`src/rtl/fu_issue_pkg.sv`:
```
// Shared types and constants for the functional-unit instruction issuer.
package fu_issue_pkg;

    typedef enum logic [1:0] {
        ST_IDLE = 2'd0,
        ST_RUN  = 2'd1,
        ST_DONE = 2'd2
    } issue_state_e;

    localparam logic [2:0] OP_ADD  = 3'd0;
    localparam logic [2:0] OP_ADDN = 3'd1;
    localparam logic [2:0] OP_AND  = 3'd2;
    localparam logic [2:0] OP_OR   = 3'd3;
    localparam logic [2:0] OP_MAX  = 3'd4;
    localparam logic [2:0] OP_MIN  = 3'd5;
    localparam logic [2:0] OP_SHR  = 3'd6;
    localparam logic [2:0] OP_SHL  = 3'd7;

    localparam logic [2:0] SEL_CA = 3'b000;
    localparam logic [2:0] SEL_BC = 3'b011;
    localparam logic [2:0] SEL_AC = 3'b101;
    localparam logic [2:0] SEL_AB = 3'b110;

endpackage

```
`src/rtl/fu_instr_issuer_if.sv`:
```
// Host/issuer signal bundle. The loop input exists only when ISSUE_LOOP_EN is defined.
interface fu_instr_issuer_if #(
    parameter int unsigned DEPTH = 8,
    parameter int unsigned OP_W  = 3,
    parameter int unsigned SEL_W = 3
);
    localparam int unsigned INS_W = 1 << OP_W;
    localparam int unsigned CNT_W = $clog2(DEPTH + 1);

    logic             wr_en;
    logic [OP_W-1:0]  wr_op;
    logic [SEL_W-1:0] wr_sel;
    logic             clear;
    logic             start;
    logic             abort;
    logic             out_ready;
`ifdef ISSUE_LOOP_EN
    logic             loop;
`endif
    logic [INS_W-1:0] instruction;
    logic [SEL_W-1:0] select;
    logic             out_valid;
    logic             busy;
    logic             done;
    logic [CNT_W-1:0] count;
    logic             full;
    logic             wr_err;

    // Host side
    modport master (
`ifdef ISSUE_LOOP_EN
        output loop,
`endif
        output wr_en, wr_op, wr_sel, clear, start, abort, out_ready,
        input  instruction, select, out_valid, busy, done, count, full, wr_err
    );

    // Issuer side
    modport slave (
`ifdef ISSUE_LOOP_EN
        input  loop,
`endif
        input  wr_en, wr_op, wr_sel, clear, start, abort, out_ready,
        output instruction, select, out_valid, busy, done, count, full, wr_err
    );

endinterface

```
`src/rtl/fu_op_decoder.sv`:
```
// Binary opcode to one-hot instruction decoder (inverse of the FU priority encoder).
module fu_op_decoder #(
    parameter int unsigned OP_W = 3
) (
    input  logic [OP_W-1:0]        op,
    output logic [(1 << OP_W)-1:0] onehot
);

    always_comb begin
        onehot     = '0;
        onehot[op] = 1'b1;
    end

endmodule

```
`src/rtl/fu_instr_issuer.sv`:
```
// Program buffer + replay sequencer feeding the FU instruction/select inputs.
// Optional ISSUE_LOOP_EN adds continuous replay controlled by bus.loop.
module fu_instr_issuer
    import fu_issue_pkg::*;
#(
    parameter int unsigned DEPTH = 8,
    parameter int unsigned OP_W  = 3,
    parameter int unsigned SEL_W = 3
) (
    input  logic              clk,
    input  logic              rst_n,
    fu_instr_issuer_if.slave  bus
);

    localparam int unsigned INS_W = 1 << OP_W;
    localparam int unsigned PTR_W = $clog2(DEPTH);
    localparam int unsigned CNT_W = $clog2(DEPTH + 1);

    issue_state_e     state_q, state_d;
    logic [PTR_W-1:0] wr_ptr_q, wr_ptr_d;
    logic [PTR_W-1:0] rd_ptr_q, rd_ptr_d;
    logic [CNT_W-1:0] count_q, count_d;
    logic [CNT_W-1:0] run_len_q, run_len_d;

    logic [INS_W-1:0] instr_q, instr_d;
    logic [SEL_W-1:0] sel_q, sel_d;
    logic             valid_q, valid_d;
    logic             done_q, done_d;
    logic             wr_err_q, wr_err_d;
    logic             busy_q, full_q;

    logic [OP_W-1:0]  op_mem  [DEPTH];
    logic [SEL_W-1:0] sel_mem [DEPTH];
    logic             mem_we;

    logic             is_last;
    logic             bypass;
    logic [PTR_W-1:0] rd_idx;
    logic [OP_W-1:0]  rd_op;
    logic [SEL_W-1:0] rd_sel;
    logic [INS_W-1:0] rd_onehot;

    assign is_last = (CNT_W'(rd_ptr_q) + CNT_W'(1)) == run_len_q;

    // Entry to present next: the successor in RUN (wrapping on the last), else entry 0
    always_comb begin
        rd_idx = '0;
        if (state_q == ST_RUN && !is_last) begin
            rd_idx = rd_ptr_q + PTR_W'(1);
        end
    end

    // A write landing in an empty buffer on the start cycle is not in memory yet
    assign bypass = (state_q == ST_IDLE) && (count_q == '0);
    assign rd_op  = bypass ? bus.wr_op  : op_mem[rd_idx];
    assign rd_sel = bypass ? bus.wr_sel : sel_mem[rd_idx];

    fu_op_decoder #(.OP_W(OP_W)) u_dec (
        .op     (rd_op),
        .onehot (rd_onehot)
    );

    // Next-state and next-output logic
    always_comb begin
        state_d   = state_q;
        wr_ptr_d  = wr_ptr_q;
        rd_ptr_d  = rd_ptr_q;
        count_d   = count_q;
        run_len_d = run_len_q;
        instr_d   = instr_q;
        sel_d     = sel_q;
        valid_d   = valid_q;
        done_d    = 1'b0;
        wr_err_d  = 1'b0;
        mem_we    = 1'b0;

        unique case (state_q)
            ST_IDLE: begin
                if (bus.clear) begin
                    count_d  = '0;
                    wr_ptr_d = '0;
                end else if (bus.wr_en) begin
                    if (count_q == CNT_W'(DEPTH)) begin
                        wr_err_d = 1'b1;
                    end else begin
                        mem_we   = 1'b1;
                        count_d  = count_q + CNT_W'(1);
                        wr_ptr_d = wr_ptr_q + PTR_W'(1);
                    end
                end
                if (bus.start && count_d != '0) begin
                    state_d   = ST_RUN;
                    run_len_d = count_d;
                    rd_ptr_d  = '0;
                    valid_d   = 1'b1;
                    instr_d   = rd_onehot;
                    sel_d     = rd_sel;
                end
            end
            ST_RUN: begin
                wr_err_d = bus.wr_en;
                if (bus.abort) begin
                    state_d = ST_IDLE;
                    valid_d = 1'b0;
                    instr_d = '0;
                end else if (bus.out_ready) begin
                    if (is_last) begin
`ifdef ISSUE_LOOP_EN
                        if (bus.loop) begin
                            rd_ptr_d = '0;
                            instr_d  = rd_onehot;
                            sel_d    = rd_sel;
                        end else
`endif
                        begin
                            state_d = ST_DONE;
                            valid_d = 1'b0;
                            instr_d = '0;
                            done_d  = 1'b1;
                        end
                    end else begin
                        rd_ptr_d = rd_ptr_q + PTR_W'(1);
                        instr_d  = rd_onehot;
                        sel_d    = rd_sel;
                    end
                end
            end
            ST_DONE: begin
                state_d = ST_IDLE;
            end
            default: begin
                state_d = ST_IDLE;
            end
        endcase
    end

    always_ff @(posedge clk) begin
        if (!rst_n) begin
            state_q   <= ST_IDLE;
            wr_ptr_q  <= '0;
            rd_ptr_q  <= '0;
            count_q   <= '0;
            run_len_q <= '0;
            instr_q   <= '0;
            sel_q     <= '0;
            valid_q   <= 1'b0;
            done_q    <= 1'b0;
            wr_err_q  <= 1'b0;
            busy_q    <= 1'b0;
            full_q    <= 1'b0;
        end else begin
            state_q   <= state_d;
            wr_ptr_q  <= wr_ptr_d;
            rd_ptr_q  <= rd_ptr_d;
            count_q   <= count_d;
            run_len_q <= run_len_d;
            instr_q   <= instr_d;
            sel_q     <= sel_d;
            valid_q   <= valid_d;
            done_q    <= done_d;
            wr_err_q  <= wr_err_d;
            busy_q    <= (state_d != ST_IDLE);
            full_q    <= (count_d == CNT_W'(DEPTH));
        end
    end

    // Program storage has no reset; contents are only read below count
    always_ff @(posedge clk) begin
        if (mem_we) begin
            op_mem[wr_ptr_q]  <= bus.wr_op;
            sel_mem[wr_ptr_q] <= bus.wr_sel;
        end
    end

    assign bus.instruction = instr_q;
    assign bus.select      = sel_q;
    assign bus.out_valid   = valid_q;
    assign bus.busy        = busy_q;
    assign bus.done        = done_q;
    assign bus.count       = count_q;
    assign bus.full        = full_q;
    assign bus.wr_err      = wr_err_q;

endmodule
```
`src/flat_wrapper.sv`:
```
// flat-port wrapper written by rule: the top's interface ports become plain ports
module fu_instr_issuer_flat import fu_issue_pkg::*;
#(
    parameter int unsigned DEPTH = 8,
    parameter int unsigned OP_W  = 3,
    parameter int unsigned SEL_W = 3
)
  (clk, rst_n, bus_wr_en, bus_wr_op, bus_wr_sel, bus_clear, bus_start, bus_abort, bus_out_ready, bus_instruction, bus_select, bus_out_valid, bus_busy, bus_done, bus_count, bus_full, bus_wr_err);
  fu_instr_issuer_if #(.DEPTH(DEPTH), .OP_W(OP_W), .SEL_W(SEL_W)) bus_i ();
  input  logic clk;
  input  logic rst_n;
  input wire logic [$bits(bus_i.wr_en)-1:0] bus_wr_en;
  input wire logic [$bits(bus_i.wr_op)-1:0] bus_wr_op;
  input wire logic [$bits(bus_i.wr_sel)-1:0] bus_wr_sel;
  input wire logic [$bits(bus_i.clear)-1:0] bus_clear;
  input wire logic [$bits(bus_i.start)-1:0] bus_start;
  input wire logic [$bits(bus_i.abort)-1:0] bus_abort;
  input wire logic [$bits(bus_i.out_ready)-1:0] bus_out_ready;
  output wire logic [$bits(bus_i.instruction)-1:0] bus_instruction;
  output wire logic [$bits(bus_i.select)-1:0] bus_select;
  output wire logic [$bits(bus_i.out_valid)-1:0] bus_out_valid;
  output wire logic [$bits(bus_i.busy)-1:0] bus_busy;
  output wire logic [$bits(bus_i.done)-1:0] bus_done;
  output wire logic [$bits(bus_i.count)-1:0] bus_count;
  output wire logic [$bits(bus_i.full)-1:0] bus_full;
  output wire logic [$bits(bus_i.wr_err)-1:0] bus_wr_err;
  assign bus_i.wr_en = bus_wr_en;
  assign bus_i.wr_op = bus_wr_op;
  assign bus_i.wr_sel = bus_wr_sel;
  assign bus_i.clear = bus_clear;
  assign bus_i.start = bus_start;
  assign bus_i.abort = bus_abort;
  assign bus_i.out_ready = bus_out_ready;
  assign bus_instruction = bus_i.instruction;
  assign bus_select = bus_i.select;
  assign bus_out_valid = bus_i.out_valid;
  assign bus_busy = bus_i.busy;
  assign bus_done = bus_i.done;
  assign bus_count = bus_i.count;
  assign bus_full = bus_i.full;
  assign bus_wr_err = bus_i.wr_err;
  fu_instr_issuer #(.DEPTH(DEPTH), .OP_W(OP_W), .SEL_W(SEL_W)) u_core (.clk(clk), .rst_n(rst_n), .bus(bus_i));
endmodule
```
`config.mk`:
```
export PLATFORM = sky130hd
export DESIGN_NAME = fu_instr_issuer_flat
export DESIGN_NICKNAME = d
export VERILOG_FILES = /design/src/rtl/fu_issue_pkg.sv /design/src/rtl/fu_instr_issuer_if.sv /design/src/rtl/fu_op_decoder.sv /design/src/rtl/fu_instr_issuer.sv /design/src/flat_wrapper.sv
export SDC_FILE = /design/constraint.sdc
export NUM_CORES = 1
export LEC_CHECK = 0
export ABC_CLOCK_PERIOD_IN_PS = 7050
export BUFFER_PORTS_ARGS = -buffer_cell sky130_fd_sc_hd__buf_4
export CORE_MARGIN = 2
export CORE_UTILIZATION = 63
export DETAILED_ROUTE_END_ITERATION = 10
export PLACE_DENSITY = 0.84
export SLEW_MARGIN = 10
export SYNTH_ARGS = -nofsm -noshare
export SYNTH_HDL_FRONTEND = slang
export SYNTH_HIERARCHICAL = 1
export SYNTH_SLANG_ARGS = --single-unit
```
`constraint.sdc`:
```
create_clock -name clk -period 7.05 [get_ports clk]
set_input_delay 0.3525 -clock clk [delete_from_list [all_inputs] [get_ports clk]]
set_output_delay 0.3525 -clock clk [all_outputs]
set_load 0.05 [all_outputs]
```
==> metrics.md, run 1 <==
| Metric | Value |
|---|---|
| Status | `completed` |
| Grt ovf | `0` |
| Pleak | `1.534 nW` |
| Max frequency | `306.1 MHz` |
| Die H | `80.18 um` |
| CTS Buf Count | `9` |
| RR Startpoint | `u_core/rd_ptr_q[0]` |
| Crit path launch type | `register` |
| Synth area leaders | `edfxtp_1, dfxtp_1, mux2i_1, a21oi_1, nor2_1` |
| Syn Nets | `332` |
| Initial drt markers | `236` |
| Die X | `80.18 um` |
| DRT Wirelength | `7.585 mm` |
| Ys flop type | `edfxtp_1` |
| Port-buffer cells | `32` |
| Pre-antenna DRT Iters | `5` |
| Setup TNS Final | `0 ns` |
| Asr flop ratio synth | `0` |
| Global Route Usage Sum | `0.2552` |
| Worst-skew pair later-pin latency | `0.35 ns` |
| Hold path depth | `2` |
| Htree depth | `3` |
| Post-DP HPWL | `5.285 mm` |
| Post-synth EDFFs | `48` |
| WS Path Type | `register to register` |
| Number of antenna diodes | `0` |
| Sequential-to-total area share from yosys stat | `0.5695` |
| Synth-to-Final Area Change | `12.63%` |
| HP Start | `bus_abort` |
| Core ar. | `5540 sq um` |
| RSZ-0062 raised after global routing | `no` |
| Syn Inst Count | `315` |
| Tcrit/Tclk final | `0.4634` |
| Peak supply drop | `0.1852 mV` |
| Worst-path clk slew | `0.09 ns` |
| Slew HR | `0.3766` |
| Synth cell count leaders | `edfxtp_1, dfxtp_1, nor2_1` |
| I/O pin total | `33` |
| Power Density | `230.8 nW/um^2` |
| Largest net degree at the start of global routing | `18` |
| Layout cells sized above 1 | `0.1943` |
| Max-Cap Viols | `0` |
| RR Endpoint | `u_core/bus.instruction[6]` |
| Root Buffer | `clkbuf_8` |
| Yosys cell types | `64` |
| CTS tree | `yes` |
| Sink Count | `80` |
| YS warnings | `6` |
| Largest area contributor in the netlist | `edfxtp_1` |
| CP Max Fanout | `13` |
| Avg WL per Cell | `17.97 um` |
| Most frequent cell after synthesis | `edfxtp_1` |
| Worst Hold End | `u_core/bus.done` |
| Post-layout minimum cycle time | `3.267 ns` |
| Share of the synthesized area in the top cell type | `0.3943` |
| Flops & latches, synth | `80` |
| Crit path required time | `7.31 ns` |
| Site Rows | `27` |
| CTS Hold Bufs | `0` |
| PostCTS Resize Cnt | `0` |
| Hold Violations, Final | `0` |
| Worst Hold Class | `input port to register` |
| Crit end category | `register` |
| CP Data Arrival Time | `3.52 ns` |
| Setup bufs post-CTS | `0` |
| Mean Syn Cell Area | `11.61 sq um` |
| Tot Pwr | `0.9502 mW` |
| Residual DRC | `0` |
| Fin. max-slew vios | `0` |
| Final setup fails | `0` |
| Worst hold slack | `0.1912 ns` |
| Reg2Reg Depth | `9` |
| Final ANT Viol Nets | `0` |
| Post-Syn Area | `3656 sq um` |
| Clock tree buffer depth | `2` |
| Vias in the first global route | `2465` |
| Via count | `2602` |
| First-pass GRT wire length | `12.11 mm` |
| Setup skew after layout | `0.009078 ns` |
| Final-layout fill cell count | `375` |
| Worst Max-Slew Pin Slew | `0.9279 ns` |
| Final GP Congestion | `0.8697` |
| Total die area | `6429 sq um` |
| Reg2Reg Setup Slack | `3.78 ns` |
| Vias per std cell | `6.166` |
| Initial antenna violation count | `0` |
| Initial Util | `0.6599` |
| Final #Nets | `362` |
## final cells by class
| type | instances | area [sq um] | area share |
|---|---|---|---|
| Tap cell | 72 | 90.09 | 0.02188 |
| Multi-Input combinational cell | 214 | 1465 | 0.3558 |
| Clock buffer | 9 | 123.9 | 0.03008 |
| Timing Repair Buffer | 32 | 240.2 | 0.05834 |
| Inverter | 8 | 30.03 | 0.007293 |
| Sequential cell | 80 | 2082 | 0.5056 |
| Clock inverter | 7 | 86.33 | 0.02097 |
## critical path: stages, from the launching register on
cell and delay (ns):
dfxtp_1 0.58, ha_1 0.48, xnor2_1 0.37, o2111ai_1 0.15, and3_1 0.41, and2_1 0.29
a22oi_1 0.15, and3_1 0.30, and3b_2 0.24, a22o_1 0.20
## through the flow
| step | cell area (sq um) | instances | worst slack (ns) | utilization |
|---|---|---|---|---|
| 2_1_floorplan | 3656 | 315 | 4.339 | - |
| 3_3_place_gp | 3908 | 406 | 4.000 | 0.7053 |
| 3_5_place_dp | 3908 | 406 | 3.826 | 0.7053 |
| 4_1_cts | 4118 | 422 | 3.791 | 0.7432 |
| 5_1_grt | 4118 | 422 | 3.541 | 0.7432 |
| 6_report | 4118 | 422 | 3.783 | 0.7432 |
## worst max path at each step
stage | start | end | slack [ns] | cells past startpoint
global placement | u_core/rd_ptr_q[0] | u_core/bus.instruction[3] | 4.00 | 9
CTS | u_core/rd_ptr_q[0] | u_core/bus.instruction[3] | 3.79 | 9
finish | u_core/rd_ptr_q[0] | u_core/bus.instruction[6] | 3.78 | 9
detailed placement | u_core/rd_ptr_q[0] | u_core/bus.instruction[3] | 3.83 | 9
floorplan | u_core/bus.count[0] | u_core/op_mem[0][0] | 4.34 | 7
global route | u_core/rd_ptr_q[0] | u_core/bus.instruction[6] | 3.54 | 9
## routing by layer
layer	vias up	share of wire	wire length, um	GRT usage
met1	1251	0.47	3531	0.3610
met3	18	0.063	478	0.05056
met2	94	0.45	3392	0.3667
met5	-	0	0	0
li1	1239	-	-	-
met4	0	0.024	183	0.1475
## power breakdown
part / internal [mW] / switching, mW / total [mW]
logic: 0.0308 / 0.0596 / 0.0904
registers: 0.502 / 0.00515 / 0.507
clock network: 0.172 / 0.182 / 0.353
## layout by cell type, fill, tap and decap left out, types with 6 or more instances in the layout
master	instances
nand2_1	25
inv_1	7
a22o_1	8
nor2_1	28
edfxtp_1	48
mux2i_1	20
nand3_1	7
nand2b_1	8
o21ai_0	7
a21oi_1	25
nor3_1	6
buf_4	32
clkbuf_8	9
dfxtp_1	32
## logic make-up after synthesis
family,share of synthesized area
compound gates,0.1396
xor+xnor,0.01574
fa+ha+maj,0.01369
buf+inv,0.02977
flops,0.5695
mux,0.06400
simple gates,0.1677
## state kept, by name (all words and copies together), names as in the netlist, 3 cells and up
name                    flops
u_core/bus.count            4
u_core/bus.instruction      8
u_core/bus.select           3
u_core/op_mem              24
u_core/rd_ptr_q             3
u_core/run_len_q            4
u_core/sel_mem             24
u_core/wr_ptr_q             3
Note: power is estimated with default switching activity, not from simulation.
==> inputs of run 2 (changes only) <==
--- a/config.mk
+++ b/config.mk
@@ -5,12 +5,13 @@
 export SDC_FILE = /design/constraint.sdc
 export NUM_CORES = 1
 export LEC_CHECK = 0
-export ABC_CLOCK_PERIOD_IN_PS = 7050
+export ABC_AREA = 1
+export ABC_CLOCK_PERIOD_IN_PS = 3100
 export BUFFER_PORTS_ARGS = -buffer_cell sky130_fd_sc_hd__buf_4
 export CORE_MARGIN = 2
-export CORE_UTILIZATION = 63
+export CORE_UTILIZATION = 59
 export DETAILED_ROUTE_END_ITERATION = 10
-export PLACE_DENSITY = 0.84
+export PLACE_DENSITY = 0.79
 export SLEW_MARGIN = 10
 export SYNTH_ARGS = -nofsm -noshare
 export SYNTH_HDL_FRONTEND = slang
==> constraint.sdc (replaced) <==
create_clock -name clk -period 3.1 [get_ports clk]
set_input_delay 0.155 -clock clk [delete_from_list [all_inputs] [get_ports clk]]
set_output_delay 0.155 -clock clk [all_outputs]
set_load 0.05 [all_outputs]
==> metrics.md, run 2 <==
| Metric | Value |
|---|---|
| Status | `completed` |
| Final GP Congestion | `0.8995` |
| Crit end category | `register` |
| Setup TNS Final | `0 ns` |
| DRT Wirelength | `7.876 mm` |
| Most frequent cells in the layout | `nand2_1, inv_1, edfxtp_1` |
| Clock tree buffer depth | `2` |
| Grt ovf | `0` |
| Tot Pwr | `2.424 mW` |
| Reg2Reg Setup Slack | `0.48 ns` |
| Hold Violations, Final | `0` |
| Avg WL per Cell | `14.11 um` |
| Via count | `3011` |
| P_sw | `0.7371 mW` |
| Die H | `84.29 um` |
| Power share of the clock group | `0.304` |
| Fin. max-slew vios | `0` |
| Flops & latches, synth | `80` |
| Hold path depth | `1` |
| Global Route Usage Sum | `0.2338` |
| Post-layout minimum cycle time | `2.617 ns` |
| Fin util | `0.6918` |
| Port-buffer cells | `32` |
| Worst Hold End | `u_core/sel_mem[3][2]` |
| Site Rows | `29` |
| PostCTS Resize Cnt | `0` |
| Max frequency | `382.1 MHz` |
| Tcrit/Tclk final | `0.8442` |
| Final ANT Viol Nets | `0` |
| Synth-to-Final Area Change | `14.18%` |
| CP Buf/Inv Count | `3` |
| Crit path launch type | `register` |
| Number of antenna diodes | `0` |
| Syn Inst Count | `434` |
| CTS tree | `yes` |
| Post-Syn Area | `3804 sq um` |
| Worst Hold Class | `input port to register` |
| Peak supply drop | `0.3716 mV` |
| Power Density | `558.2 nW/um^2` |
| Htree depth | `3` |
| Int Pwr | `1.687 mW` |
| Sequential Power Share | `0.494` |
| Initial drt markers | `211` |
| Setup skew after layout | `0.007938 ns` |
| Synth cell count leaders | `nand2_1, inv_1, edfxtp_1` |
| Total die area | `7105 sq um` |
| Most frequent cell after synthesis | `nand2_1` |
| Setup bufs post-CTS | `0` |
| Vias per std cell | `5.396` |
| Share of the synthesized area in the top cell type | `0.3789` |
| Pre-antenna DRT Iters | `5` |
| Ys flop type | `edfxtp_1` |
| Sink Count | `80` |
| Most common cell after layout, fill and taps aside | `nand2_1` |
| RR Startpoint | `u_core/rd_ptr_q[0]` |
| Root Buffer | `clkbuf_8` |
| Post-DP HPWL | `5.689 mm` |
| Worst-path cell chain | `ha_1 > inv_1 > nand2_1 > nand2_1 > nor2_1 > nand3_4 > nand2_2 > inv_1 > o211ai_1 > nand3_1 > nand3_1 > nand2_1 > inv_2 > nor2_1 > a21oi_1 > nor2_1` |
| Asr flop ratio synth | `0` |
| YS warnings | `6` |
| Core ar. | `6277 sq um` |
| Final setup fails | `0` |
| CP max stage cell | `dfxtp_1` |
| Worst-path clk slew | `0.08 ns` |
| CP Data Arrival Time | `2.85 ns` |
| Slew HR | `0.5924` |
| Final-layout fill cell count | `506` |
| Crit path required time | `3.34 ns` |
| Worst Max-Slew Pin Slew | `0.6068 ns` |
| Mean Syn Cell Area | `8.764 sq um` |
| I/O pin total | `33` |
| Comb pwr share | `0.202` |
| Worst path max stage delay | `0.37 ns` |
| Reg2Reg Depth | `16` |
| WS Path Type | `register to register` |
| Max-Cap Viols | `0` |
| Largest net degree at the start of global routing | `27` |
| First-pass GRT wire length | `13.01 mm` |
| Pre-CTS setup slack | `0.5231 ns` |
| Initial Util | `0.6059` |
| CTS Hold Bufs | `0` |
| Sequential-to-total area share from yosys stat | `0.5474` |
| Initial antenna violation count | `0` |
| Pleak | `1.889 nW` |
| Post-synth EDFFs | `48` |
| RSZ-0062 raised after global routing | `no` |
| Synth area leaders | `edfxtp_1, dfxtp_1, nand2_1, inv_1, nand3_1` |
| Syn Nets | `451` |
| Vias in the first global route | `2829` |
| Worst-skew pair later-pin latency | `0.34 ns` |
| Residual DRC | `0` |
| Cell family with most CP delay | `simple AND/OR/NAND/NOR gates` |
| RR Endpoint | `u_core/bus.instruction[3]` |
| Layout cells sized above 1 | `0.1746` |
| Yosys cell types | `35` |
| Largest area contributor in the netlist | `edfxtp_1` |
| Switch share | `0.3041` |
| Die X | `84.29 um` |
| HP Start | `bus_wr_sel[2]` |
| CTS Buf Count | `9` |
| Final #Nets | `493` |
| CP Max Fanout | `17` |
| Final setup margin | `0.4829 ns` |
[run 2: how the worst max path moves through the flow]
stage | startpoint | to | slack (ns) | cells after the start
after floorplan | u_core/bus.count[0] | u_core/op_mem[0][0] | 0.51 | 7
after global placement | u_core/rd_ptr_q[0] | u_core/bus.instruction[3] | 0.65 | 16
after detailed placement | u_core/rd_ptr_q[0] | u_core/bus.instruction[3] | 0.52 | 16
after CTS | u_core/rd_ptr_q[0] | u_core/bus.instruction[3] | 0.50 | 16
after global routing | u_core/rd_ptr_q[0] | u_core/bus.instruction[5] | 0.14 | 16
final | u_core/rd_ptr_q[0] | u_core/bus.instruction[3] | 0.48 | 16
[run 2: cells by family after synthesis]
logic type,Yosys count,synth area share
AO/OA/AOI/OAI,60,0.09540
adder cells (fa/ha/maj),4,0.01316
buffers and inverters,84,0.08783
flip-flops,80,0.5474
AND/OR/NAND/NOR,206,0.2562
[run 2: power by group through the flow]
| stage | combinational, mW | clock (mW) | sequential [mW] |
|---|---|---|---|
| finish | 0.490 | 0.737 | 1.20 |
| global route | 0.544 | 0.804 | 1.20 |
| CTS | 0.488 | 0.752 | 1.20 |
| detailed placement | 0.485 | 0 | 1.22 |
| global placement | 0.474 | 0 | 1.22 |
| floorplan | 0.276 | 0 | 1.31 |
[run 2: cell type report]
type	instances	area (sq um)	area share
sequential	80	2082	0.4794
multi-input combinational	270	1388	0.3195
timing repair buffer	40	300.3	0.06914
inverter	75	281.5	0.06482
clock buffer	9	123.9	0.02852
tap	77	96.34	0.02218
clock inverter	7	71.32	0.01642
[run 2: routing by layer]
layer | part of all wire | GRT usage | vias to the layer above
met3 | 0.048 | 0.03933 | 17
li1 | - | - | 1519
met1 | 0.45 | 0.3059 | 1383
met4 | 0.023 | 0.1173 | 0
met2 | 0.48 | 0.3781 | 92
met5 | 0 | 0 | -
[run 2: stage by stage]
stage | hold slack (ns) | cells | area, sq um
global route | 0.05205 | 558 | 4343
finish | 0.06124 | 558 | 4343
floorplan | 0.2539 | 434 | 3804
detailed placement | 0.4081 | 542 | 4148
global placement | 0.4072 | 542 | 4148
CTS | 0.05006 | 558 | 4343
[run 2: worst register-to-register path, delay by kind of cell (launching register included)]
family	cells	cell delay (ns)
and+or+nand+nor	10	1.21
AOI/OAI and AO/OA	2	0.25
DFF	1	0.37
adders and majority gates	1	0.33
buffers and inverters	3	0.35
